--- config.mk ---
export PLATFORM = sky130hd
export DESIGN_NAME = ro_edge_counter
export DESIGN_NICKNAME = d
export VERILOG_FILES = /design/src/rtl/ro_edge_counter.sv
export SDC_FILE = /design/constraint.sdc
export NUM_CORES = 1
export LEC_CHECK = 0
export CORE_MARGIN = 2
export CORE_UTILIZATION = 54
export CTS_CLUSTER_SIZE = 14
export DETAILED_ROUTE_END_ITERATION = 8
export GPL_ROUTABILITY_DRIVEN = 1
export GPL_TIMING_DRIVEN = 0
export HOLD_SLACK_MARGIN = 0.05
export PLACE_DENSITY = 0.76
export SLEW_MARGIN = 10
export SYNTH_ARGS = -nofsm -noshare
export SYNTH_HDL_FRONTEND = slang
export SYNTH_SLANG_ARGS = --single-unit
--- constraint.sdc ---
create_clock -name clk -period 1.9 [get_ports clk]
set_input_delay 0.285 -clock clk [delete_from_list [all_inputs] [get_ports clk]]
set_output_delay 0.285 -clock clk [all_outputs]
set_load 0.005 [all_outputs]
--- src/rtl/ro_edge_counter.sv ---
// Ring-oscillator measurement back-end: counts synchronised rising edges of ro_in
// over a 2^(8+win_sel)-cycle gate window and exposes a saturating, byte-selectable result.
module ro_edge_counter #(
    parameter int CNT_W       = 16,
    parameter int SYNC_STAGES = 2
) (
    input  logic       clk,
    input  logic       rst_n,
    input  logic       ro_in,
    input  logic       start,
    input  logic [2:0] win_sel,
    input  logic       byte_sel,
    output logic [7:0] result_byte,
    output logic       busy,
    output logic       done,
    output logic       ovf
);

    typedef enum logic [1:0] {IDLE, ARM, COUNT} state_t;

    localparam logic [CNT_W-1:0] CNT_MAX = '1;

    state_t               state_reg, state_next;
    logic [SYNC_STAGES-1:0] sync_reg;
    logic                 sync_prev_reg;
    logic                 start_d_reg;
    logic [2:0]           win_reg, win_next;
    logic [15:0]          tmr_reg, tmr_next;
    logic [CNT_W-1:0]     cnt_reg, cnt_next;
    logic                 flag_reg, flag_next;
    logic [CNT_W-1:0]     result_reg, result_next;
    logic                 ovf_reg, ovf_next;
    logic                 done_reg, done_next;
    logic                 busy_reg, busy_next;

    logic                 ro_rise;
    logic                 start_rise;
    logic [15:0]          win_last;
    logic [15:0]          result_ext;

    assign ro_rise    = sync_reg[SYNC_STAGES-1] & ~sync_prev_reg;
    assign start_rise = start & ~start_d_reg;
    // Last timer value of the window: 2^(8+win) - 1.
    assign win_last   = 16'h7FFF >> (3'd7 - win_reg);

    // Input conditioning: synchroniser chain, edge-detect flop and start edge flop.
    always_ff @(posedge clk or negedge rst_n) begin
        if (!rst_n) begin
            sync_reg      <= '0;
            sync_prev_reg <= 1'b0;
            start_d_reg   <= 1'b0;
        end else begin
            sync_reg      <= {sync_reg[SYNC_STAGES-2:0], ro_in};
            sync_prev_reg <= sync_reg[SYNC_STAGES-1];
            start_d_reg   <= start;
        end
    end

    always_ff @(posedge clk or negedge rst_n) begin
        if (!rst_n) begin
            state_reg  <= IDLE;
            win_reg    <= '0;
            tmr_reg    <= '0;
            cnt_reg    <= '0;
            flag_reg   <= 1'b0;
            result_reg <= '0;
            ovf_reg    <= 1'b0;
            done_reg   <= 1'b0;
            busy_reg   <= 1'b0;
        end else begin
            state_reg  <= state_next;
            win_reg    <= win_next;
            tmr_reg    <= tmr_next;
            cnt_reg    <= cnt_next;
            flag_reg   <= flag_next;
            result_reg <= result_next;
            ovf_reg    <= ovf_next;
            done_reg   <= done_next;
            busy_reg   <= busy_next;
        end
    end

    always_comb begin
        state_next  = state_reg;
        win_next    = win_reg;
        tmr_next    = tmr_reg;
        cnt_next    = cnt_reg;
        flag_next   = flag_reg;
        result_next = result_reg;
        ovf_next    = ovf_reg;
        done_next   = done_reg;
        busy_next   = busy_reg;
        case (state_reg)
            IDLE: begin
                if (start_rise) begin
                    state_next = ARM;
                    win_next   = win_sel;
                    tmr_next   = 16'(SYNC_STAGES);
                    cnt_next   = '0;
                    flag_next  = 1'b0;
                    done_next  = 1'b0;
                    ovf_next   = 1'b0;
                    busy_next  = 1'b1;
                end
            end
            ARM: begin
                // Lets edges captured before the start flush out of the synchroniser.
                if (tmr_reg == 16'd0) begin
                    state_next = COUNT;
                    tmr_next   = win_last;
                end else begin
                    tmr_next = tmr_reg - 16'd1;
                end
            end
            COUNT: begin
                if (ro_rise) begin
                    if (cnt_reg == CNT_MAX) flag_next = 1'b1;
                    else                    cnt_next  = cnt_reg + CNT_W'(1);
                end
                if (tmr_reg == 16'd0) begin
                    state_next  = IDLE;
                    result_next = cnt_next;
                    ovf_next    = flag_next;
                    done_next   = 1'b1;
                    busy_next   = 1'b0;
                end else begin
                    tmr_next = tmr_reg - 16'd1;
                end
            end
            default: state_next = IDLE;
        endcase
    end

    // Zero-extend the result to 16 bits so the upper byte reads 0 above CNT_W.
    generate
        for (genvar gi = 0; gi < 16; gi++) begin : g_ext
            if (gi < CNT_W) begin : g_bit
                assign result_ext[gi] = result_reg[gi];
            end else begin : g_zero
                assign result_ext[gi] = 1'b0;
            end
        end
    endgenerate

    assign result_byte = byte_sel ? result_ext[15:8] : result_ext[7:0];
    assign busy        = busy_reg;
    assign done        = done_reg;
    assign ovf         = ovf_reg;

endmodule

=== Yosys cells after proc, flatten, opt, wreduce, memory -nomap -nowiden ===
Index checks and enable logic that the tools add are counted.
W data, S select, Z words.

* Flip-flop bits (word level): 61
* Output and inout bits: 11
* Word-level logic and storage cells: 61

* Add/subtract/negate cells: 3
* Eq/ne operators: 7
* Shift-type cells: 1
* Mux-type cells: 24
* Bitwise logic cells: 4
* Reductions and logical operators: 10

{| class="wikitable"
|+ Operator list
! kind !! count
|-
| $mux W16 || 6
|-
| $pmux W16 S3 || 1
|-
| $pmux W16 S2 || 1
|-
| $add A16 B1 Y16 const B || 1
|-
| $eq A16 B16 Y1 const B || 1
|-
| $logic_not A16 Y1 || 1
|-
| $shr A15 B3 Y16 const A || 1
|-
| $sub A16 B1 Y16 const B || 1
|-
| $reduce_and A3 Y1 || 3
|-
| $mux W8 || 1
|-
| $ne A2 B2 Y1 const B || 4
|-
| $pmux W1 S2 || 4
|-
| $mux W1 || 7
|-
| $mux W2 || 3
|-
| $pmux W2 S3 || 1
|-
| $reduce_and A2 Y1 || 3
|-
| $reduce_bool A3 Y1 || 1
|-
| $sub A3 B3 Y3 const A || 1
|-
| $and A1 B1 Y1 || 2
|-
| $eq A2 B1 Y1 const B || 1
|-
| $eq A2 B2 Y1 const B || 1
|-
| $logic_not A2 Y1 || 1
|-
| $not A1 Y1 || 2
|-
| $reduce_bool A2 Y1 || 1
|}

=== Logic depth before layout (Yosys ltp) ===
Gate-level depths: netlist of the first run.

* Depth in word-level cells: 5
* Gate-level depth with buffers: 9
* Mapped depth without buffers: 7

=== Least setup slack after synthesis of the first run ===
No wires, ideal clock.

* Path type: reg2reg
* From: register tmr_reg[0]
* To: register result_reg[13], in the netlist result_ext[13]
* Setup time: 127 ps
* Data arrival time: 1848 ps
* Data required time: 1773 ps
* Setup slack: -75 ps
* Cell stages (with the launch flop): 9
* Period minus slack after synthesis: 1975 ps
* Cell sequence: dfrtp_1 -> inv_1 -> ha_1 -> nor4b_2 -> and4_1 -> nand2_1 -> buf_6 -> nor4b_1 -> nor2_1

* Word-level cells in the longest chain between the ends: 2

{| class="wikitable"
|+ Ends and longest elaborated chain
! what !! RTL line !! text
|-
| start, declared || 28 || <nowiki>logic [15:0] tmr_reg, tmr_next;</nowiki>
|-
| start signal, assigned || 73 || <nowiki>tmr_reg <= tmr_next;</nowiki>
|-
| $logic_not A16 Y1 || 120 || <nowiki>if (tmr_reg == 16'd0) begin</nowiki>
|-
| $reduce_and A2 Y1 (no line) || - ||
|-
| end signal, assigned || 76 || <nowiki>result_reg <= result_next;</nowiki>
|-
| end, declared || 31 || <nowiki>logic [CNT_W-1:0] result_reg, result_next;</nowiki>
|}

No other way between the ends.
A chain may end at the register's enable or synchronous reset.

=== Worst setup path in the final report of the first run ===
* From: register tmr_reg[1]
* To: register tmr_reg[11]

* Word-level cells in the longest chain between the ends: 3
* Elaborated cells on any way between the ends: 7
* Classes of those cells: add/sub (1); eq/ne (1); mux (3); reduce/logical (2)

{| class="wikitable"
|+ Ends and longest elaborated chain
! what !! RTL line
|-
| $sub A16 B1 Y16 or $logic_not A16 Y1 (tied branches) || -
|-
| $mux W16 (tied with other cells) || 120
|-
| $pmux W16 S3 or $reduce_and A3 Y1 (tied branches) || -
|}

Parallel ways exist; a longest one is shown, timed or not. The select of a mux whose other input is x is not followed.

==> metrics, run 1 <==
worst-path maximum fanout 4; H-tree levels 3; Fill cells 400; Seq/Total Area, Yosys 42.4%; CTS tree built; Distinct cells, synth 61; vias per cell 6.45; full die area 7340 µm²; Yosys warning count 0; run status finished, violations left; pin count of the biggest net entering global routing 62; layout net count 494; PD cells 1450 nW/µm²; Placed Instances 502; Buf/Inv on CP 2; Final Setup Violations 28; Synth Instances 408; Yosys reg bits between 60 and 70; syn_area_per_cell 8.83 µm²; crit path max-delay cell type dfrtp_1; Fin. Hold Viols 0; Worst EP arrival 2.29 ns; Synth Flop Type dfrtp_1; max_cap viols 0; Top Metal Used met4; Rel. slew slack 47.6%; Num CTS Buffers 9; critical-path cell list inv_2, ha_4, nor4b_4, nand4_1, buf_4, or3_1, a21oi_2, o32ai_2; number of cell rows 29; Final GP Congestion ~0.96; max incr delay on CP ~0.4 ns; Final Core Density 78.1%; clock latency on the worst-skew pair 0.36 ns; maximum clock rate between 400 and 500 MHz; fin worst setup slack -0.153 ns; mapped cell area ~3600 µm²; vias in the first global route 3297; Tot Pwr 0.00725 W; Setup crit end kind register; CTS root buffer clkbuf_8; Chip Height 85.7 µm; Period minus WS final between 2 and 2.5 ns; Cell Int Power 0.00402 W; Clock transition at path regs 0.07 ns; share of cells above drive strength 1 38.1%; Horiz. Die Dim ~86 µm; WHS Path Cells 0; Post-synth EDFFs 0; failing checks setup timing; r2r worst-path depth 8; sw frac 44.5%; top cell type's share of synthesized area 42.4%; effective utilization at floorplan a little under three fifths; Routed Antenna Nets 0; Hold Crit Class reg2reg; Final Cycle Share 108%; area growth from synthesis to layout 38.4%; Core Box Area 6390 µm²; Routed Wire Length roughly 11000 µm; Max VDD drop 1.55 mV; Worst path depth 8; Synth area leader dfrtp_1; setup repair after global routing missed its margin true; worst hold slack 0.355 ns; commonest cells in the netlist dfrtp_1 (61), nand2_1 (49), o21ai_0 (38); most common cell in the netlist dfrtp_1; routed wl met2 roughly 5200 µm; remaining global-route overflow 0; skew final 0.00735 ns; worst-margin pin slew 0.786 ns; register share of total power 25.3%; syn nets 421; CP Launch Type register; clock share of power between 10% and 20%; Max Root-Sink Buffers 2; via count 3631; DR WL/cell between 15 and 20 µm; CTS sink count 61; Cell Count, Final, Fillers Out around 560; Slew Limit Fails 0; synth top area cells dfrtp_1 (42%), o21ai_0 (5.3%), nand2_1 (5.1%); Remaining DRCs 0; Leak Pwr roughly 2.1 nW; met1 WL between 4000 and 5000 µm; Async SR Flop Fraction 100%; ant diodes 0; WP data required 2.14 ns; drt initial violations 383; DR WL met3 699 µm; Net Switching 0.00323 W; delay-heaviest family, CP simple AND/OR/NAND/NOR gates; DP HPWL 6250 µm; Gate power share between 50% and 60%; DRT Pass-1 Iters 5; WS Path Type reg2reg; number of top-level pins 19; pre-CTS worst setup slack -0.398 ns; IO buf count 17; first-pass GRT wire length between 15000 and 20000 µm; initial antenna violation count 0; GRT Util Overall around 28%
==> layout by cell type, fill, tap and decap left out, types with 7 or more instances in the layout <==
master,count
buf_4,36
buf_6,17
a21oi_1,27
nand2_1,41
o21ai_0,21
a31oi_1,7
o21ai_2,16
inv_1,14
nor3_1,9
o21ai_1,16
mux2_2,8
clkdlybuf4s50_1,16
dfrtp_2,7
nand4_1,7
nor2_1,23
dfrtp_1,54
clkbuf_8,9
==> repair_timing <==
action	CTS	global route
gates resized for setup	55	101
pin swaps	20	22
gates cloned	3	1
hold buffers	1	0
endpoints found under the setup margin	53	50
endpoints found under the hold margin	8	0
buffers inserted	26	16
==> per-stage QoR <==
stage	area [µm²]	TNS, ns
floorplan	3630	0
global route	4990	-4.03
finish	4990	-1.81
CTS	4520	-0.385
global placement	3900	-97.61
detailed placement	3890	-12.99
==> logic make-up after synthesis <==
logic type                 after synthesis  share of synthesized area [%]
xor gates and xnor gates                10                           2.43
and+or+nand+nor                        150                           23.2
DFF                                     61                           42.4
AOI/OAI and AO/OA                      134                           22.1
buffers and inverters                   37                           4.83
muxes                                   11                           3.37
adders and majority gates                5                           1.74
==> power groups by stage <==
stage	Combinational, W	Clock, W	Sequential, W
after floorplan	0.00187	0	0.00176
after global placement	0.00243	0	0.00182
after detailed placement	0.00245	0	0.00183
after CTS	0.00316	0.00131	0.00180
after global routing	0.00434	0.00140	0.00186
final	0.00409	0.00132	0.00183
==> cell type report <==
class / count / area (µm²) / area share (%)
clock buffers: 9 / 124 / 2.48
clock inverters: 7 / 100 / 2.01
well taps: 77 / 96.3 / 1.93
multi-input cells: 310 / 2370 / 47.6
inverters: 18 / 67.6 / 1.36
flip-flops and latches: 61 / 1540 / 30.8
repair buffers: 63 / 547 / 11.0
plain buffers: 18 / 145 / 2.91
==> metal layers <==
metal  up-vias  GRT usage [%]
li1       1652              -
met1      1782           41.8
met2       153           40.8
met3        44           5.20
met4         0           9.52
met5         -              0
==> worst paths after layout <==
check                                       start  slack [ns]                 endpoint
min                         sync_reg[0]$_DFF_PN0_        0.36    sync_reg[1]$_DFF_PN0_
max reg2reg                tmr_reg[1]$_DFFE_PN0P_       -0.15  tmr_reg[11]$_DFFE_PN0P_
min reg2reg                 sync_reg[0]$_DFF_PN0_        0.36    sync_reg[1]$_DFF_PN0_
max                        tmr_reg[1]$_DFFE_PN0P_       -0.15  tmr_reg[11]$_DFFE_PN0P_
max in group asynchronous                   rst_n        0.78   cnt_reg[3]$_DFFE_PN0P_
min in group asynchronous                   rst_n        0.54   tmr_reg[4]$_DFFE_PN0P_
Note: power is estimated with default switching activity, not from simulation.
==> inputs of run 2 (changes only) <==
--- a/config.mk
+++ b/config.mk
@@ -5,14 +5,15 @@
 export SDC_FILE = /design/constraint.sdc
 export NUM_CORES = 1
 export LEC_CHECK = 0
-export CORE_MARGIN = 2
-export CORE_UTILIZATION = 54
+export CELL_PAD_IN_SITES_DETAIL_PLACEMENT = 0
+export CELL_PAD_IN_SITES_GLOBAL_PLACEMENT = 1
+export CORE_UTILIZATION = 42
 export CTS_CLUSTER_SIZE = 14
 export DETAILED_ROUTE_END_ITERATION = 8
 export GPL_ROUTABILITY_DRIVEN = 1
 export GPL_TIMING_DRIVEN = 0
 export HOLD_SLACK_MARGIN = 0.05
-export PLACE_DENSITY = 0.76
+export PLACE_DENSITY_LB_ADDON = 0.1
 export SLEW_MARGIN = 10
 export SYNTH_ARGS = -nofsm -noshare
 export SYNTH_HDL_FRONTEND = slang
==> run 2 against run 1 <==
Net effect:
- the run still ends with setup timing left
- sequential power hardly changed
- non-clock buffer count up 2
- utilization fell by 18 points
- fmax up 2.3%
- cell area increased by 0.15%
- global-route usage down 4.0 points
- hold slack worse by 0.34 ns
- cell count up 5.3%
- die area up 22%
- sequential cell count did not move
- clock-buffer cell count stayed put
- highest routed layer unchanged
==> metrics, run 2 (synthesis results as in run 1) <==
skew final 0.00831 ns (was 0.00735 ns); Worst EP arrival 2.24 ns (was 2.29 ns); CTS sink count 61 (unchanged); maximum clock rate 498 MHz (was 487 MHz); run status finished, violations left (unchanged); Max Root-Sink Buffers 2 (unchanged); WP data required 2.13 ns (was 2.14 ns); Clock transition at path regs 0.07 ns (about the same); layout net count 496 (was 494); number of top-level pins 19 (unchanged); Remaining DRCs 0 (unchanged); DP HPWL 6580 µm (was 6250 µm); effective utilization at floorplan 43.6% (was 56.4%); Final Cycle Share 106% (was 108%); failing checks setup timing (unchanged); PD cells 1390 nW/µm² (was 1450 nW/µm²); max_cap viols 0 (unchanged); most frequent cells in the layout dfrtp_1 (55), buf_4 (45), nand2_1 (41) (was dfrtp_1 (54), nand2_1 (41), buf_4 (36)); DR WL met3 346 µm (was 699 µm); initial antenna violation count 0 (unchanged); Final Core Density 60.5% (was 78.1%); Top Metal Used met4 (unchanged); Hold Crit Class in2async (was reg2reg); Setup crit end kind register (unchanged); area growth from synthesis to layout 38.6% (was 38.4%); remaining global-route overflow 0 (unchanged); full die area 8950 µm² (was 7340 µm²); GRT Util Overall 23.9% (was 27.9%); CP Launch Type register (unchanged); fin worst setup slack -0.107 ns (was -0.153 ns); Routed Wire Length 10800 µm (was 11000 µm); Horiz. Die Dim 94.6 µm (was 85.7 µm); Routed Antenna Nets 0 (unchanged); via count 3476 (was 3631); clock latency on the worst-skew pair 0.35 ns (was 0.36 ns); Final GP Congestion 0.889 (was 0.961); DR WL/cell 18.2 µm (was 19.5 µm); met1 WL 5480 µm (was 4760 µm); H-tree levels 3 (unchanged); setup repair after global routing missed its margin true (unchanged); vias in the first global route 3024 (was 3297); pin count of the biggest net entering global routing 62 (unchanged); CTS tree built (unchanged); Max VDD drop 0.745 mV (was 1.55 mV); worst-path maximum fanout 4 (unchanged); Rel. slew slack 46.1% (was 47.6%); cell area after layout 4990 µm² (about the same); Period minus WS final 2.01 ns (was 2.05 ns); Fin. Hold Viols 0 (unchanged); worst-margin pin slew 0.809 ns (was 0.786 ns); Final TNS setup -1.25 ns (was -1.81 ns); WS Path Type reg2reg (unchanged); IO buf count 17 (unchanged); drt initial violations 165 (was 383); DRT Pass-1 Iters 5 (unchanged); CTS root buffer clkbuf_8 (unchanged); first-pass GRT wire length 16200 µm (was 15900 µm); routed wl met2 4800 µm (was 5220 µm); Num CTS Buffers 9 (unchanged); Final Setup Violations 19 (was 28); commonest non-fill, non-tap cell in the layout dfrtp_1 (unchanged); Slew Limit Fails 0 (unchanged); share of cells above drive strength 1 37.3% (was 38.1%); Placed Instances 530 (was 502); Chip Height 94.6 µm (was 85.7 µm); Leak Pwr 2.14 nW (was 2.07 nW); ant diodes 0 (unchanged); Core Box Area 8260 µm² (was 6390 µm²); number of cell rows 33 (was 29); vias per cell 5.86 (was 6.45); Cell Count, Final, Fillers Out 593 (was 563); Tot Pwr 0.00695 W (was 0.00725 W); dpl cell area 3930 µm² (was 3890 µm²)
-- run 2: metal layers --
| metal | vias to the layer above | track usage [%] |
|---|---|---|
| li1 | 1656 | - |
| met2 | 75 | 33.2 |
| met3 | 12 | 3.30 |
| met1 | 1733 | 37.8 |
| met4 | 0 | 6.82 |
| met5 | - | 0 |
-- run 2: final timing paths --
path,start,end,slack (ns),depth (start not counted)
worst max-delay path,tmr_reg[0]$_DFFE_PN0P_,tmr_reg[7]$_DFFE_PN0P_,-0.11,8
worst min-delay path,rst_n,tmr_reg[3]$_DFFE_PN0P_,0.01,1
worst max register to register,tmr_reg[0]$_DFFE_PN0P_,tmr_reg[7]$_DFFE_PN0P_,-0.11,8
worst min register to register,sync_reg[0]$_DFF_PN0_,sync_reg[1]$_DFF_PN0_,0.36,0
max in group asynchronous,rst_n,cnt_reg[4]$_DFFE_PN0P_,1.29,1
min in group clk,sync_reg[0]$_DFF_PN0_,sync_reg[1]$_DFF_PN0_,0.36,0
-- run 2: area by class of cell --
type	count	area, µm²
plain buffers	18	150
repair buffers	65	568
inverters	18	67.6
well taps	105	131
fillers	717	3260
clock buffers	9	124
clock inverters	7	100
multi-input cells	310	2320
flip-flops and latches	61	1530
-- run 2: what timing repair did --
item                                    CTS  global route
hold buffers                              0             0
endpoints found under the setup margin   53            49
buffers inserted                         22            23
gates cloned                              1             3
gates resized for setup                  55            96
pin swaps                                26            29
-- run 2: critical path, cell delays in order, from the launching register on --
cell and delay, ns:
dfrtp_1 0.40, inv_2 0.08, ha_4 0.15, nor4b_4 0.30, nand4_1 0.29, o21ai_2 0.28
buf_4 0.17, a21oi_1 0.05, o22a_1 0.18
-- run 2: through the flow --
step / setup slack (ns) / hold WS [ns]
5_1_grt: -0.228 / 0.101
3_5_place_dp: -0.437 / 0.342
4_1_cts: -0.0769 / 0.0586
6_report: -0.107 / 0.0145
3_3_place_gp: -1.57 / 0.334
2_1_floorplan: 0.00920 / -0.0106
-- run 2: power by group --
| part | switching [W] | total (W) | internal, W |
|---|---|---|---|
| Clock | 0.000595 | 0.00134 | 0.000745 |
| Sequential | 0.000300 | 0.00182 | 0.00152 |
| Combinational | 0.00208 | 0.00379 | 0.00171 |
| Total | 0.00297 | 0.00695 | 0.00398 |
==> inputs of run 3 (changes only) <==
==> config.mk (replaced) <==
export PLATFORM = sky130hd
export DESIGN_NAME = ro_edge_counter
export DESIGN_NICKNAME = d
export VERILOG_FILES = /design/src/rtl/ro_edge_counter.sv
export SDC_FILE = /design/constraint.sdc
export NUM_CORES = 1
export LEC_CHECK = 0
export CORE_UTILIZATION = 54
export CTS_CLUSTER_SIZE = 14
export DETAILED_ROUTE_END_ITERATION = 8
export GPL_ROUTABILITY_DRIVEN = 1
export GPL_TIMING_DRIVEN = 0
export HOLD_SLACK_MARGIN = 0.05
export PLACE_DENSITY = 0.76
export SLEW_MARGIN = 10
export SYNTH_ARGS = -nofsm -noshare
export SYNTH_HDL_FRONTEND = slang
export SYNTH_SLANG_ARGS = --single-unit
==> run 3 against run 2 <==
Net effect:
- the run still ends with setup timing left
- via count increased by 7.0%
- clock power decreased by 15%
- critical path depth decreased by 1
- sequential share of layout area increased by 0.40 points
- wire length increased by 3.9%
- sequential cell count unchanged
- cell count decreased by 6.2%
==> metrics, run 3 (synthesis results as in run 1) <==
via count 3718 (was 3476); fin worst setup slack -0.130 ns (was -0.107 ns); failing checks setup timing (unchanged); Routed Antenna Nets 0 (unchanged); setup slack, reg-to-reg -0.13 ns (was -0.11 ns); clock latency on the worst-skew pair 0.36 ns (was 0.35 ns); Fin. Hold Viols 0 (unchanged); Max VDD drop 1.11 mV (was 0.745 mV); CTS sink count 61 (unchanged); Final Cycle Share 107% (was 106%); worst-case hold path end point sync_reg[1]$_DFF_PN0_; worst hold slack 0.353 ns (was 0.0145 ns); PD cells 1430 nW/µm² (was 1390 nW/µm²); Num CTS Buffers 9 (unchanged); H-tree levels 3 (unchanged); Chip Height 83.7 µm (was 94.6 µm); effective utilization at floorplan 56.4% (was 43.6%); GR Layer Usage met3 7.02% (was 3.30%); most frequent cells in the layout dfrtp_1 (56), nand2_1 (40), buf_4 (30) (was dfrtp_1 (55), buf_4 (45), nand2_1 (41)); GR Util met1 42.6% (was 37.8%); Hold Crit Class reg2reg (was in2async); DP HPWL 6160 µm (was 6580 µm); worst-path maximum fanout 5 (was 4); ant diodes 0 (unchanged); max_cap viols 0 (unchanged); number of cell rows 29 (was 33); initial antenna violation count 0 (unchanged); Hold Crit Start sync_reg[0]$_DFF_PN0_; Cell Count, Final, Fillers Out 556 (was 593); WHS Path Cells 0; pin count of the biggest net entering global routing 62 (unchanged); number of top-level pins 19 (unchanged); Clock transition at path regs 0.07 ns (about the same); Leak Pwr 2.07 nW (was 2.14 nW); maximum clock rate 493 MHz (was 498 MHz); Max Root-Sink Buffers 2 (unchanged); Worst EP arrival 2.31 ns (was 2.24 ns); IO buf count 17 (unchanged); commonest non-fill, non-tap cell in the layout dfrtp_1 (unchanged); Final Setup Violations 32 (was 19); Setup crit end kind register (unchanged); run status finished, violations left (unchanged); Fill cells 401 (was 717); full die area 7000 µm² (was 8950 µm²); Horiz. Die Dim 83.7 µm (was 94.6 µm); CP Launch Type register (unchanged); CTS tree built (unchanged); Remaining DRCs 0 (unchanged); pre-CTS worst setup slack -0.399 ns (was -0.437 ns); grt met2 use 40.3% (was 33.2%); WS Path Type reg2reg (unchanged); Period minus WS final 2.03 ns (was 2.01 ns); Routed Wire Length 11200 µm (was 10800 µm); share of cells above drive strength 1 37.0% (was 37.3%); r2r worst-path depth 7 (was 8); CTS root buffer clkbuf_8 (unchanged); WP data required 2.18 ns (was 2.13 ns); vias in the first global route 3165 (was 3024); setup repair after global routing missed its margin true (unchanged); first-pass GRT wire length 15800 µm (was 16200 µm); drt initial violations 447 (was 165); DR WL/cell 20.1 µm (was 18.2 µm); Placed Instances 502 (was 530); r2r endpoint result_ext[3]$_DFFE_PN0P_ (was tmr_reg[7]$_DFFE_PN0P_); DRT Pass-1 Iters 6 (was 5); Final GP Congestion 0.901 (was 0.889); Slew Limit Fails 0 (unchanged); Core Box Area 6390 µm² (was 8260 µm²); GRT Util Overall 28.6% (was 23.9%); vias per cell 6.69 (was 5.86); layout net count 487 (was 496); skew final 0.0155 ns (was 0.00831 ns); remaining global-route overflow 0 (unchanged); area growth from synthesis to layout 36.7% (was 38.6%); RR Startpoint tmr_reg[1]$_DFFE_PN0P_ (was tmr_reg[0]$_DFFE_PN0P_); worst-margin pin slew 0.780 ns (was 0.809 ns); global routing's busiest layer met1 (unchanged); Rel. slew slack 48.0% (was 46.1%)
run 3: power breakdown:
group	internal, W	switching (W)	leakage [nW]	total, W
logic	0.00179	0.00227	1.16	0.00406
clock network	0.000611	0.000532	0.101	0.00114
registers	0.00152	0.000316	0.814	0.00184
total	0.00393	0.00312	2.07	0.00704
run 3: cell type report:
type,count,area (µm²),share of cell area (%)
Multi-Input combinational cell,310,2360,47.9
Sequential cell,61,1530,31.1
Timing Repair Buffer,56,513,10.4
Clock buffer,13,179,3.63
Buffer,18,154,3.13
Tap cell,77,96.3,1.96
Inverter,18,71.3,1.45
Clock inverter,3,17.5,0.356
run 3: worst max-delay path by stage:
| stage | slack [ns] | end | cells past startpoint | from |
|---|---|---|---|---|
| floorplan | 0.009 | result_ext[5]$_DFFE_PN0P_ | 7 | tmr_reg[0]$_DFFE_PN0P_ |
| global placement | -1.43 | sync_reg[0]$_DFF_PN0_ | 1 | rst_n |
| detailed placement | -0.40 | tmr_reg[12]$_DFFE_PN0P_ | 8 | state_reg[1]$_DFFE_PN0P_ |
| CTS | -0.05 | result_ext[9]$_DFFE_PN0P_ | 7 | tmr_reg[0]$_DFFE_PN0P_ |
| global route | -0.24 | result_ext[3]$_DFFE_PN0P_ | 7 | tmr_reg[1]$_DFFE_PN0P_ |
| finish | -0.13 | result_ext[3]$_DFFE_PN0P_ | 7 | tmr_reg[1]$_DFFE_PN0P_ |
run 3: routing by layer:
layer / wire length, µm / share of wire, %
met5: 0 / 0
met4: 379 / 3.4
met3: 977 / 8.7
met2: 4960 / 44
met1: 4880 / 44
run 3: stage by stage:
stage | TNS (ns) | utilization, % | total power (W) | area, µm²
floorplan | 0 | - | 0.00363 | 3630
CTS | -0.460 | 69.1 | 0.00595 | 4410
detailed placement | -12.31 | 61.0 | 0.00427 | 3890
global placement | -98.14 | 61.0 | 0.00422 | 3900
finish | -2.60 | 77.1 | 0.00704 | 4920
global route | -6.48 | 77.1 | 0.00736 | 4920
run 3: what timing repair did:
action	4_1_cts	5_1_grt
setup endpoints to repair	53	53
gates resized for setup	53	101
gates cloned	2	2
pin swaps	25	38
hold buffers	1	0
hold endpoints to repair	23	0
setup buffers	17	18
run 3: critical path: stages, from the launching register on:
cell and delay (ns):
dfrtp_1 0.41, inv_2 0.10, ha_4 0.15, or4b_4 0.52
nor4_4 0.26, nand3_2 0.21, buf_6 0.19, o21ai_2 0.12
